[src/rtl/cpu_memory_if.sv]
// Data-bus bundle between the memory stage (master) and data memory (slave).
interface cpu_memory_if;
  localparam int unsigned XLEN   = 32;
  localparam int unsigned MASK_W = XLEN / 8;

  logic              o_bus_request;
  logic              o_bus_rw;
  logic [XLEN-1:0]   o_bus_address;
  logic [XLEN-1:0]   o_bus_wdata;
  logic [MASK_W-1:0] o_bus_wmask;
  logic [XLEN-1:0]   i_bus_rdata;
  logic              i_bus_ready;

  modport master (
    output o_bus_request, o_bus_rw, o_bus_address, o_bus_wdata, o_bus_wmask,
    input  i_bus_rdata, i_bus_ready
  );

  modport slave (
    input  o_bus_request, o_bus_rw, o_bus_address, o_bus_wdata, o_bus_wmask,
    output i_bus_rdata, i_bus_ready
  );
endinterface

[src/rtl/cpu_memory.sv]
// Rv32H memory-access stage: one data-bus transaction per load/store with lane steering and load extension.
// Define CPU_MEMORY_MISALIGN_TRAP_EN to fault misaligned half/word accesses instead of force-aligning them.
module cpu_memory (
  input  logic         i_clock,
  input  logic         i_reset,
  input  logic         i_execute,
  input  logic         i_mem_read,
  input  logic         i_mem_write,
  input  logic [1:0]   i_mem_width,
  input  logic         i_mem_signed,
  input  logic [31:0]  i_address,
  input  logic [31:0]  i_store_data,
  input  logic [4:0]   i_inst_rd,
  input  logic [31:0]  i_rd,
  input  logic         i_branch,
  input  logic [31:0]  i_pc_next,
  cpu_memory_if.master bus,
  output logic [4:0]   o_inst_rd,
  output logic [31:0]  o_rd,
  output logic         o_branch,
  output logic [31:0]  o_pc_next,
  output logic         o_ready,
  output logic         o_busy,
  output logic         o_fault
);
  localparam int unsigned XLEN   = 32;
  localparam int unsigned REG_W  = 5;
  localparam int unsigned MASK_W = XLEN / 8;

  typedef enum logic [1:0] { IDLE = 2'd0, ACCESS = 2'd1, DONE = 2'd2 } state_t;

  state_t state, state_nxt;

  // Instruction context held for the duration of the bus transaction
  logic [REG_W-1:0] ctx_inst_rd, ctx_inst_rd_nxt;
  logic [XLEN-1:0]  ctx_rd, ctx_rd_nxt;
  logic             ctx_branch, ctx_branch_nxt;
  logic [XLEN-1:0]  ctx_pc, ctx_pc_nxt;
  logic             ctx_load, ctx_load_nxt;
  logic [1:0]       ctx_width, ctx_width_nxt;
  logic             ctx_signed, ctx_signed_nxt;
  logic [1:0]       ctx_lane, ctx_lane_nxt;
  logic             ctx_fault, ctx_fault_nxt;

  logic              req_nxt, rw_nxt;
  logic [XLEN-1:0]   addr_nxt, wdata_nxt;
  logic [MASK_W-1:0] wmask_nxt;
  logic [REG_W-1:0]  inst_rd_nxt;
  logic [XLEN-1:0]   rd_nxt, pc_nxt;
  logic              branch_nxt, ready_nxt, busy_nxt, fault_nxt;

  logic              is_byte, is_half;
  logic [1:0]        lane;
  logic [XLEN-1:0]   lane_wdata;
  logic [MASK_W-1:0] lane_mask;
  logic [XLEN-1:0]   load_shift, load_data;

  // Lane steering of the incoming access; half/word lanes are force-aligned
  always_comb begin
    is_byte = (i_mem_width == 2'b00);
    is_half = (i_mem_width == 2'b01);
    if (is_byte) begin
      lane       = i_address[1:0];
      lane_wdata = {4{i_store_data[7:0]}};
      lane_mask  = MASK_W'(4'b0001) << lane;
    end else if (is_half) begin
      lane       = {i_address[1], 1'b0};
      lane_wdata = {2{i_store_data[15:0]}};
      lane_mask  = MASK_W'(4'b0011) << lane;
    end else begin
      lane       = 2'b00;
      lane_wdata = i_store_data;
      lane_mask  = MASK_W'(4'b1111);
    end
  end

`ifdef CPU_MEMORY_MISALIGN_TRAP_EN
  logic misaligned;
  assign misaligned = is_half ? i_address[0] : (!is_byte && (i_address[1:0] != 2'b00));
`endif

  // Load data: move the addressed lane to bit 0, then extend
  always_comb begin
    load_shift = bus.i_bus_rdata >> {ctx_lane, 3'b000};
    unique case (ctx_width)
      2'b00:   load_data = ctx_signed ? {{24{load_shift[7]}}, load_shift[7:0]}
                                      : {24'd0, load_shift[7:0]};
      2'b01:   load_data = ctx_signed ? {{16{load_shift[15]}}, load_shift[15:0]}
                                      : {16'd0, load_shift[15:0]};
      default: load_data = load_shift;
    endcase
  end

  always_comb begin
    state_nxt       = state;
    ctx_inst_rd_nxt = ctx_inst_rd;
    ctx_rd_nxt      = ctx_rd;
    ctx_branch_nxt  = ctx_branch;
    ctx_pc_nxt      = ctx_pc;
    ctx_load_nxt    = ctx_load;
    ctx_width_nxt   = ctx_width;
    ctx_signed_nxt  = ctx_signed;
    ctx_lane_nxt    = ctx_lane;
    ctx_fault_nxt   = ctx_fault;
    req_nxt         = bus.o_bus_request;
    rw_nxt          = bus.o_bus_rw;
    addr_nxt        = bus.o_bus_address;
    wdata_nxt       = bus.o_bus_wdata;
    wmask_nxt       = bus.o_bus_wmask;
    inst_rd_nxt     = '0;
    rd_nxt          = '0;
    branch_nxt      = 1'b0;
    pc_nxt          = '0;
    ready_nxt       = 1'b0;
    busy_nxt        = 1'b0;
    fault_nxt       = 1'b0;

    unique case (state)
      IDLE, DONE: begin
        state_nxt = IDLE;
        if (i_execute) begin
          if (i_mem_read || i_mem_write) begin
            state_nxt       = ACCESS;
            busy_nxt        = 1'b1;
            ctx_inst_rd_nxt = i_inst_rd;
            ctx_branch_nxt  = i_branch;
            ctx_pc_nxt      = i_pc_next;
            ctx_load_nxt    = i_mem_read;
            ctx_width_nxt   = i_mem_width;
            ctx_signed_nxt  = i_mem_signed;
            ctx_lane_nxt    = lane;
`ifdef CPU_MEMORY_MISALIGN_TRAP_EN
            ctx_fault_nxt   = misaligned;
            ctx_rd_nxt      = misaligned ? i_address : i_rd;
`else
            ctx_fault_nxt   = 1'b0;
            ctx_rd_nxt      = i_rd;
`endif
            if (!ctx_fault_nxt) begin
              req_nxt   = 1'b1;
              rw_nxt    = i_mem_write;
              addr_nxt  = {i_address[31:2], 2'b00};
              wdata_nxt = i_mem_write ? lane_wdata : '0;
              wmask_nxt = i_mem_write ? lane_mask : '0;
            end
          end else begin
            ready_nxt   = 1'b1;
            inst_rd_nxt = i_inst_rd;
            rd_nxt      = i_rd;
            branch_nxt  = i_branch;
            pc_nxt      = i_pc_next;
          end
        end
      end
      ACCESS: begin
        busy_nxt = 1'b1;
        // A faulted access never raised a request, so it completes without the bus
        if (ctx_fault || bus.i_bus_ready) begin
          state_nxt   = DONE;
          busy_nxt    = 1'b0;
          ready_nxt   = 1'b1;
          inst_rd_nxt = ctx_inst_rd;
          branch_nxt  = ctx_branch;
          pc_nxt      = ctx_pc;
          fault_nxt   = ctx_fault;
          rd_nxt      = (ctx_load && !ctx_fault) ? load_data : ctx_rd;
          req_nxt     = 1'b0;
          rw_nxt      = 1'b0;
          addr_nxt    = '0;
          wdata_nxt   = '0;
          wmask_nxt   = '0;
        end
      end
      default: state_nxt = IDLE;
    endcase
  end

  always_ff @(posedge i_clock) begin
    if (i_reset) begin
      state             <= IDLE;
      ctx_inst_rd       <= '0;
      ctx_rd            <= '0;
      ctx_branch        <= 1'b0;
      ctx_pc            <= '0;
      ctx_load          <= 1'b0;
      ctx_width         <= '0;
      ctx_signed        <= 1'b0;
      ctx_lane          <= '0;
      ctx_fault         <= 1'b0;
      bus.o_bus_request <= 1'b0;
      bus.o_bus_rw      <= 1'b0;
      bus.o_bus_address <= '0;
      bus.o_bus_wdata   <= '0;
      bus.o_bus_wmask   <= '0;
      o_inst_rd         <= '0;
      o_rd              <= '0;
      o_branch          <= 1'b0;
      o_pc_next         <= '0;
      o_ready           <= 1'b0;
      o_busy            <= 1'b0;
      o_fault           <= 1'b0;
    end else begin
      state             <= state_nxt;
      ctx_inst_rd       <= ctx_inst_rd_nxt;
      ctx_rd            <= ctx_rd_nxt;
      ctx_branch        <= ctx_branch_nxt;
      ctx_pc            <= ctx_pc_nxt;
      ctx_load          <= ctx_load_nxt;
      ctx_width         <= ctx_width_nxt;
      ctx_signed        <= ctx_signed_nxt;
      ctx_lane          <= ctx_lane_nxt;
      ctx_fault         <= ctx_fault_nxt;
      bus.o_bus_request <= req_nxt;
      bus.o_bus_rw      <= rw_nxt;
      bus.o_bus_address <= addr_nxt;
      bus.o_bus_wdata   <= wdata_nxt;
      bus.o_bus_wmask   <= wmask_nxt;
      o_inst_rd         <= inst_rd_nxt;
      o_rd              <= rd_nxt;
      o_branch          <= branch_nxt;
      o_pc_next         <= pc_nxt;
      o_ready           <= ready_nxt;
      o_busy            <= busy_nxt;
      o_fault           <= fault_nxt;
    end
  end
endmodule

[src/flat_wrapper.sv]
// flat-port wrapper written by rule: the top's interface ports become plain ports
module cpu_memory_flat 
  (i_clock, i_reset, i_execute, i_mem_read, i_mem_write, i_mem_width, i_mem_signed, i_address, i_store_data, i_inst_rd, i_rd, i_branch, i_pc_next, o_inst_rd, o_rd, o_branch, o_pc_next, o_ready, o_busy, o_fault, bus_o_bus_request, bus_o_bus_rw, bus_o_bus_address, bus_o_bus_wdata, bus_o_bus_wmask, bus_i_bus_rdata, bus_i_bus_ready);
  cpu_memory_if bus_i ();
  input  logic i_clock;
  input  logic i_reset;
  input  logic i_execute;
  input  logic i_mem_read;
  input  logic i_mem_write;
  input  logic [1:0] i_mem_width;
  input  logic i_mem_signed;
  input  logic [31:0] i_address;
  input  logic [31:0] i_store_data;
  input  logic [4:0] i_inst_rd;
  input  logic [31:0] i_rd;
  input  logic i_branch;
  input  logic [31:0] i_pc_next;
  output logic [4:0] o_inst_rd;
  output logic [31:0] o_rd;
  output logic o_branch;
  output logic [31:0] o_pc_next;
  output logic o_ready;
  output logic o_busy;
  output logic o_fault;
  output wire logic [$bits(bus_i.o_bus_request)-1:0] bus_o_bus_request;
  output wire logic [$bits(bus_i.o_bus_rw)-1:0] bus_o_bus_rw;
  output wire logic [$bits(bus_i.o_bus_address)-1:0] bus_o_bus_address;
  output wire logic [$bits(bus_i.o_bus_wdata)-1:0] bus_o_bus_wdata;
  output wire logic [$bits(bus_i.o_bus_wmask)-1:0] bus_o_bus_wmask;
  input wire logic [$bits(bus_i.i_bus_rdata)-1:0] bus_i_bus_rdata;
  input wire logic [$bits(bus_i.i_bus_ready)-1:0] bus_i_bus_ready;
  assign bus_o_bus_request = bus_i.o_bus_request;
  assign bus_o_bus_rw = bus_i.o_bus_rw;
  assign bus_o_bus_address = bus_i.o_bus_address;
  assign bus_o_bus_wdata = bus_i.o_bus_wdata;
  assign bus_o_bus_wmask = bus_i.o_bus_wmask;
  assign bus_i.i_bus_rdata = bus_i_bus_rdata;
  assign bus_i.i_bus_ready = bus_i_bus_ready;
  cpu_memory u_core (.i_clock(i_clock), .i_reset(i_reset), .i_execute(i_execute), .i_mem_read(i_mem_read), .i_mem_write(i_mem_write), .i_mem_width(i_mem_width), .i_mem_signed(i_mem_signed), .i_address(i_address), .i_store_data(i_store_data), .i_inst_rd(i_inst_rd), .i_rd(i_rd), .i_branch(i_branch), .i_pc_next(i_pc_next), .bus(bus_i), .o_inst_rd(o_inst_rd), .o_rd(o_rd), .o_branch(o_branch), .o_pc_next(o_pc_next), .o_ready(o_ready), .o_busy(o_busy), .o_fault(o_fault));
endmodule
[config.mk]
export PLATFORM = sky130hd
export DESIGN_NAME = cpu_memory_flat
export DESIGN_NICKNAME = d
export VERILOG_FILES = /design/src/rtl/cpu_memory_if.sv /design/src/rtl/cpu_memory.sv /design/src/flat_wrapper.sv
export SDC_FILE = /design/constraint.sdc
export NUM_CORES = 1
export LEC_CHECK = 0
export ABC_AREA = 1
export CORE_ASPECT_RATIO = 0.7
export CORE_MARGIN = 1.5
export CORE_UTILIZATION = 25
export CTS_CLUSTER_DIAMETER = 30
export DETAILED_ROUTE_END_ITERATION = 10
export DONT_BUFFER_PORTS = 1
export HOLD_SLACK_MARGIN = 0.05
export SYNTH_ARGS = -nofsm -noshare
export SYNTH_HDL_FRONTEND = slang
export SYNTH_SLANG_ARGS = --single-unit
[constraint.sdc]
create_clock -name i_clock -period 1.92 [get_ports i_clock]
set_clock_uncertainty 0.2 [all_clocks]
set_input_delay 0.384 -clock i_clock [delete_from_list [all_inputs] [get_ports i_clock]]
set_output_delay 0.384 -clock i_clock [all_outputs]
set_load 0.01 [all_outputs]
==> run metrics, run 1 <==
Hold Fails Final Rpt=about 220; clk sinks=about 220; Clock Tree Buf Depth=3; top post-synthesis cells by area=dfxtp_1, nand2_1, a21oi_1; drt total wl=roughly 31,000 um; Worst Tran Pin Value=roughly 0.63 ns; worst path cell trace=buf_12 > o21ai_0 > o21ai_0 > o21ai_0 > a21oi_1; initial cell density of the core=0.256; Largest stage delay, worst path=between 0.5 and 0.6 ns; Die H=between 150 and 200 um; stages on the worst setup path=5; Wirelength per Cell=about 17 um; setup slack at placement=slightly above 0.08 ns; Post-Syn Area=between 8000 and 9000 um2; WP data arrival=2.11 ns; GRT overflow=0; core area=about 35,000 um2; fin. max-slew vios=0; first drt pass iteration count=5; remaining antenna violation count=0; GRT Util Overall=0.159; reg2reg start=u_core.ctx_lane[0]$_SDFFE_PP0P_; Final Util=0.320; Rel. slew slack=0.577; Die Area=around 37,000 um2; Post-Synth XOR/XNOR Area=0; # rows=57; final period utilization=0.966; GP Congestion=0.853; reg2reg end=u_core.o_rd[6]$_SDFF_PP0_; Die Span X=roughly 230 um; largest family of logic cells by synthesized area=simple AND/OR/NAND/NOR gates; simple logic cell fraction of the synthesized area=0.262; Synth Area in Adders=0; # Max-Cap Violations=0; post-synth top area share=0.490; flop2flop setup slack=around 0.066 ns; PwrDens=approximately 1300 nW/um2; Required @ worst endpoint=2.17 ns; FF+latch count, synth=approximately 220; crit-path max FO=31; Final Critical Period=between 1.5 and 2 ns; CP endpoint kind=register; CTS root buf=clkbuf_16; class of the worst hold path=input pin to register; CTS Buf Count=47; Critical Path Start=u_core.ctx_lane[0]$_SDFFE_PP0P_; most used cell, CP=o21ai_0; Hold WS=-0.293 ns; DPL Wire Length=around 20,000 um; Syn Inst Count=around 1,300; number of global-route vias before repair=7,893; RSZ-0062 raised after global routing=yes; I/O Buffers=0; post-synth top area cell=dfxtp_1; H-tree level count=2; TNS Setup=0 ns; ANT cells=0; leak pwr=around 0.0041 uW; clk_lat worst skew=0.54 ns; drt drc=0; slowest stage cell on the critical path=o21ai_0; first-pass GRT wire length=approximately 46,000 um; Synth Area in Compound Gates=0.183; fin nets=between 1,000 and 1,500; synth warn=0; vias per cell=about 4.7; Crit Path Category=register to register; CP top delay family=compound AO/OA/AOI/OAI gates; Mean Syn Cell Area=a little over 7 um2; synth unique cells=29; crit path launch type=register; failing checks=hold timing; Worst VDD drop=approximately 700 uV; CP endpoint=u_core.o_rd[6]$_SDFF_PP0_; I/O pins=around 320; Iter 0 DRT Violations=between 600 and 700; mux cell area share after synthesis=0; Seq/Total Area, Yosys=0.490; pin count of the biggest net entering global routing=roughly 220; via count=about 8,300; run status=finished with violations; final setup violating endpoints=0; FF-to-FF path depth=5; synth-to-layout area growth=25.2%; crit path buf inv count=1; CTS tree=yes; clk slew on worst S/H paths=about 0.060 ns; share of layout cells above drive strength 1=0.112; initial antenna violation count=1; FMAX=around 0.54 GHz; slack of the critical path=about 0.066 ns
-- synthesized netlist by cell type --
cell	instances
a211oi_1	14
a21o_1	1
a21oi_1	218
a31o_2	7
buf_1	4
buf_2	24
buf_4	7
buf_6	2
clkbuf_1	57
clkinv_1	1
clkinv_2	1
conb_1	1
dfxtp_1	218
inv_1	35
inv_2	5
nand2_1	509
nand2_4	1
nand3_1	22
nand3_2	2
nand3_4	2
nand4_1	1
nor2_1	51
nor2_2	3
nor2_4	1
nor3_2	1
o211ai_1	7
o21ai_0	52
o31ai_1	7
or2_0	1
-- kinds of logic (layout without fill, tap and decap cells) --
logic type	count (synthesis)	after routing
other	1	3
AOI/OAI and AO/OA	306	306
buffers and inverters	136	169
DFF	218	218
and+or+nand+nor	594	594
-- report_power, final --
part           switching [uW]  leakage [uW]  internal (uW)  total, uW
Clock                    2860      0.000755           5120       7980
Sequential                176       0.00178           4750       4920
Combinational             695       0.00159            377       1070
Total                    3730       0.00412          10200      14000
-- per-stage QoR --
stage | cell area, um2 | cells | power [uW]
after floorplan | 8920 | 1257 | 5760
after global placement | 9480 | 1668 | 6030
after detailed placement | 9480 | 1668 | 6050
after CTS | 11100 | 1754 | 14100
after global routing | 11200 | 1762 | 14600
final | 11200 | 1762 | 14000
-- state kept, by name (all words and copies together), names as in the netlist, 2 cells and up --
| signal | flops |
|---|---|
| u_core.o_pc_next | 32 |
| u_core.bus.o_bus_wmask | 4 |
| u_core.ctx_inst_rd | 5 |
| u_core.ctx_lane | 2 |
| u_core.bus.o_bus_wdata | 32 |
| u_core.bus.o_bus_address | 30 |
| u_core.state | 2 |
| u_core.ctx_rd | 32 |
| u_core.o_rd | 32 |
| u_core.o_inst_rd | 5 |
| u_core.ctx_pc | 32 |
| u_core.ctx_width | 2 |
-- routing by layer --
layer | share of wire | global-route usage | wire, um | up-vias
li1 | - | - | - | 4062
met1 | 0.43 | 0.201 | 13200 | 3845
met2 | 0.43 | 0.238 | 13300 | 333
met3 | 0.10 | 0.0650 | 3120 | 73
met4 | 0.035 | 0.0644 | 1080 | 2
met5 | 0.00042 | 0 | 13 | -
-- layout by cell type, fill, tap and decap left out, drive strengths merged --
| cell type | n |
|---|---|
| dfxtp | 218 |
| a211oi | 14 |
| bufinv | 3 |
| clkinv | 11 |
| a31o | 7 |
| o21ai | 52 |
| a21oi | 218 |
| clkinvlp | 8 |
| o211ai | 7 |
| nor2 | 55 |
| nand3 | 26 |
| o31ai | 7 |
| nand2 | 510 |
| conb | 3 |
| or2 | 1 |
| buf | 37 |
| dlygate4sd3 | 3 |
| inv | 52 |
| nor3 | 1 |
| a21o | 1 |
| nand4 | 1 |
| clkbuf | 55 |
-- what timing repair did --
item | CTS | global route
setup endpoints to repair | 0 | 31
setup buffers | 0 | 4
gates resized for setup | 0 | 4
hold endpoints to repair | 218 | 218
-- worst min-delay path by stage --
stage	end	start	cells after the start
floorplan	u_core.ctx_rd[10]$_SDFFE_PP0P_	u_core.ctx_rd[10]$_SDFFE_PP0P_	2
global placement	u_core.ctx_inst_rd[3]$_SDFFE_PP0P_	u_core.ctx_inst_rd[3]$_SDFFE_PP0P_	2
detailed placement	u_core.ctx_rd[9]$_SDFFE_PP0P_	u_core.ctx_rd[9]$_SDFFE_PP0P_	2
CTS	u_core.ctx_pc[13]$_SDFFE_PP0P_	i_reset	1
global route	u_core.ctx_pc[13]$_SDFFE_PP0P_	i_reset	1
finish	u_core.o_pc_next[13]$_SDFF_PP0_	i_reset	1
-- worst register-to-register path: stages (launching register included) --
cell and delay (ns):
dfxtp_1 0.40, buf_12 0.19, o21ai_0 0.15, o21ai_0 0.53
o21ai_0 0.18, a21oi_1 0.15
-- area by class of cell --
cell class | instances | area (um2)
Multi-Input combinational cell | 903 | 3990
Timing Repair Buffer | 41 | 462
Tap cell | 472 | 591
Clock inverter | 32 | 349
Sequential cell | 218 | 4370
Fill cell | 3707 | 23700
Clock buffer | 54 | 1230
Inverter | 42 | 165
Note: power is estimated with default switching activity, not from simulation.
==> inputs of run 2 (changes only) <==
--- a/config.mk
+++ b/config.mk
@@ -6,6 +6,8 @@
 export NUM_CORES = 1
 export LEC_CHECK = 0
 export ABC_AREA = 1
+export CELL_PAD_IN_SITES_DETAIL_PLACEMENT = 0
+export CELL_PAD_IN_SITES_GLOBAL_PLACEMENT = 1
 export CORE_ASPECT_RATIO = 0.7
 export CORE_MARGIN = 1.5
 export CORE_UTILIZATION = 25
@@ -13,6 +15,7 @@
 export DETAILED_ROUTE_END_ITERATION = 10
 export DONT_BUFFER_PORTS = 1
 export HOLD_SLACK_MARGIN = 0.05
+export PLACE_DENSITY_LB_ADDON = 0.1
 export SYNTH_ARGS = -nofsm -noshare
 export SYNTH_HDL_FRONTEND = slang
 export SYNTH_SLANG_ARGS = --single-unit
==> run 2 against run 1 <==
  * The run still ends with hold timing left
  * Core utilization is 1.8 points higher
  * Clock-buffer cell count increased by 12
  * First-iteration DRC count shrank 35%
  * Final cell count increased by 2.6%
  * Sequential share of layout area shrank 2.0 points
  * Die area did not move
  * Non-clock buffer count is 34 higher
  * Global-route usage grew 1.5 points
  * Critical path depth is 2 higher
  * Critical path type unchanged
==> run metrics, run 2 (same netlist as run 1, synthesis figures left out) <==
# Max-Cap Violations=0 (unchanged); run status=finished with violations; Die Span X=229 um (unchanged); fin nets=1,467 (+2.7%); Wirelength per Cell=18.1 um (+3.9%); H-tree level count=2 (unchanged); via count=8,241 (-0.89%); clk slew on worst S/H paths=0.05 ns (about the same); crit path launch type=register; sw frac=0.252 (-0.0151); Die Area=36,800 um2 (unchanged); drt drc=0 (unchanged); Hold Fails Final Rpt=217 (+0.46%); Clk pwr share=0.600 (+0.029); Clock Tree Buf Depth=3 (unchanged); Reg power frac=0.325 (-0.027); RSZ-0062 raised after global routing=yes; Crit Path Category=register to register; first drt pass iteration count=4 (-1); Worst VDD drop=572 uV (-18%); failing checks=hold timing; fin area=11,800 um2 (+5.5%); GP Congestion=0.792 (-7.1%); remaining antenna violation count=0 (unchanged); first-pass GRT wire length=49,800 um (+8.5%); Internal=11,300 uW (+11%); Die H=161 um (unchanged); vias per cell=4.56 (-3.4%); most common cell after layout, fill and taps aside=nand2_1; CTS root buf=clkbuf_16; I/O pins=318 (unchanged); pin count of the biggest net entering global routing=219 (unchanged); fin. max-slew vios=0 (unchanged); FMAX=0.567 GHz (+5.1%); GRT overflow=0 (unchanged); leak pwr=0.00439 uW (+6.5%); Comb pwr share=0.074 (-0.003); # rows=57 (unchanged); buffer count from post-CTS setup fixing=0 (unchanged); CP endpoint kind=register; final period utilization=0.919 (-0.0469); Required @ worst endpoint=2.23 ns (+0.06 ns); clk_lat worst skew=0.56 ns (+0.02 ns); initial cell density of the core=0.256 (unchanged); clk sinks=218 (unchanged); number of global-route vias before repair=8,101 (+2.6%); CTS Buf Count=52 (+11%); Hold WS=-0.310 ns (-0.0166 ns); commonest non-fill, non-tap cells in the layout=nand2_1, a21oi_1, dfxtp_1, o21ai_0, clkbuf_16; Final Critical Period=1.76 ns (-0.0901 ns); Iter 0 DRT Violations=434 (-35%); GRT Util Overall=0.173 (+0.0147); CTS tree=yes; share of layout cells above drive strength 1=0.107 (-0.00443); drt total wl=32,700 um (+6.5%); synth-to-layout area growth=32.1%; core area=34,900 um2 (unchanged); DP Area=9430 um2 (-0.61%); I/O Buffers=0 (unchanged); class of the worst hold path=input pin to register; final setup violating endpoints=0 (unchanged); PwrDens=1290 nW/um2 (+2.7%); initial antenna violation count=1 (unchanged); DPL Wire Length=21,300 um (+3.7%); Net Sw Power=3820 uW (+2.2%); Placed Cells=1,662 (-0.36%); crit-path max FO=16 (-48%); WP data arrival=2.07 ns (-0.04 ns); final cell count without fillers=1,807 (+2.6%)
## run 2: cell types whose count changed in the layout (fill, tap and decap cells not counted), moves of 4 or more
cell and change:
clkinvlp_4 -4, inv_8 -6, dlygate4sd3_1 +45, clkbuf_8 +6, buf_4 -9, clkbuf_16 +4
## run 2: path summary, 6_finish.rpt
kind,from,end,slack (ns),cells past startpoint
worst max-delay path,u_core.state[0]$_SDFFE_PP0N_,u_core.state[1]$_SDFFE_PP0N_,0.16,7
worst min-delay path,i_reset,u_core.o_inst_rd[3]$_SDFF_PP0_,-0.31,1
worst max register to register,u_core.state[0]$_SDFFE_PP0N_,u_core.state[1]$_SDFFE_PP0N_,0.16,7
worst min register to register,u_core.ctx_pc[23]$_SDFFE_PP0P_,u_core.o_pc_next[23]$_SDFF_PP0_,0.25,2
## run 2: layout make-up
cell class | instances | area [um2]
multi-input cells | 903 | 4000
diodes | 1 | 2.50
clock inverters | 30 | 409
fillers | 3752 | 23100
repair buffers | 75 | 800
inverters | 42 | 165
flip-flops and latches | 218 | 4370
clock buffers | 66 | 1440
well taps | 472 | 591
## run 2: power by group through the flow
stage,Sequential (uW),Combinational (uW),Clock (uW)
after floorplan,4960,796,0
after global placement,5010,1040,0
after detailed placement,5010,1030,0
after CTS,4930,1040,9320
after global routing,4940,1280,9590
final,4920,1120,9090
## run 2: metrics by stage
step | util | power, uW | TNS (ns) | hold WS [ns] | setup slack [ns]
detailed placement | 0.270 | 6040 | 0 | 0.246 | 0.134
global route | 0.338 | 15800 | -0.00228 | -0.343 | -0.00228
finish | 0.338 | 15100 | 0 | -0.310 | 0.156
floorplan | - | 5760 | 0 | 0.238 | 0.355
global placement | 0.270 | 6050 | 0 | 0.243 | 0.114
CTS | 0.324 | 15300 | 0 | -0.344 | 0.0640
## run 2: what timing repair did
action	in CTS	in global routing
endpoints found under the setup margin	0	3
endpoints found under the hold margin	218	217
resized for setup	0	5
hold buffers	1	47
## run 2: critical path: stages, from the launching register on
cell and delay, ns:
dfxtp_1 0.30, inv_1 0.05, nor2_2 0.09, inv_1 0.08, nor2_4 0.22, inv_6 0.12, nor2_1 0.10, dlygate4sd3_1 0.55
## run 2: metal layers
metal,global-route usage,part of all wire,vias up
met4,0.0539,0.020,0
li1,-,-,4147
met1,0.230,0.48,3831
met2,0.262,0.43,216
met5,0,0,-
met3,0.0634,0.069,47
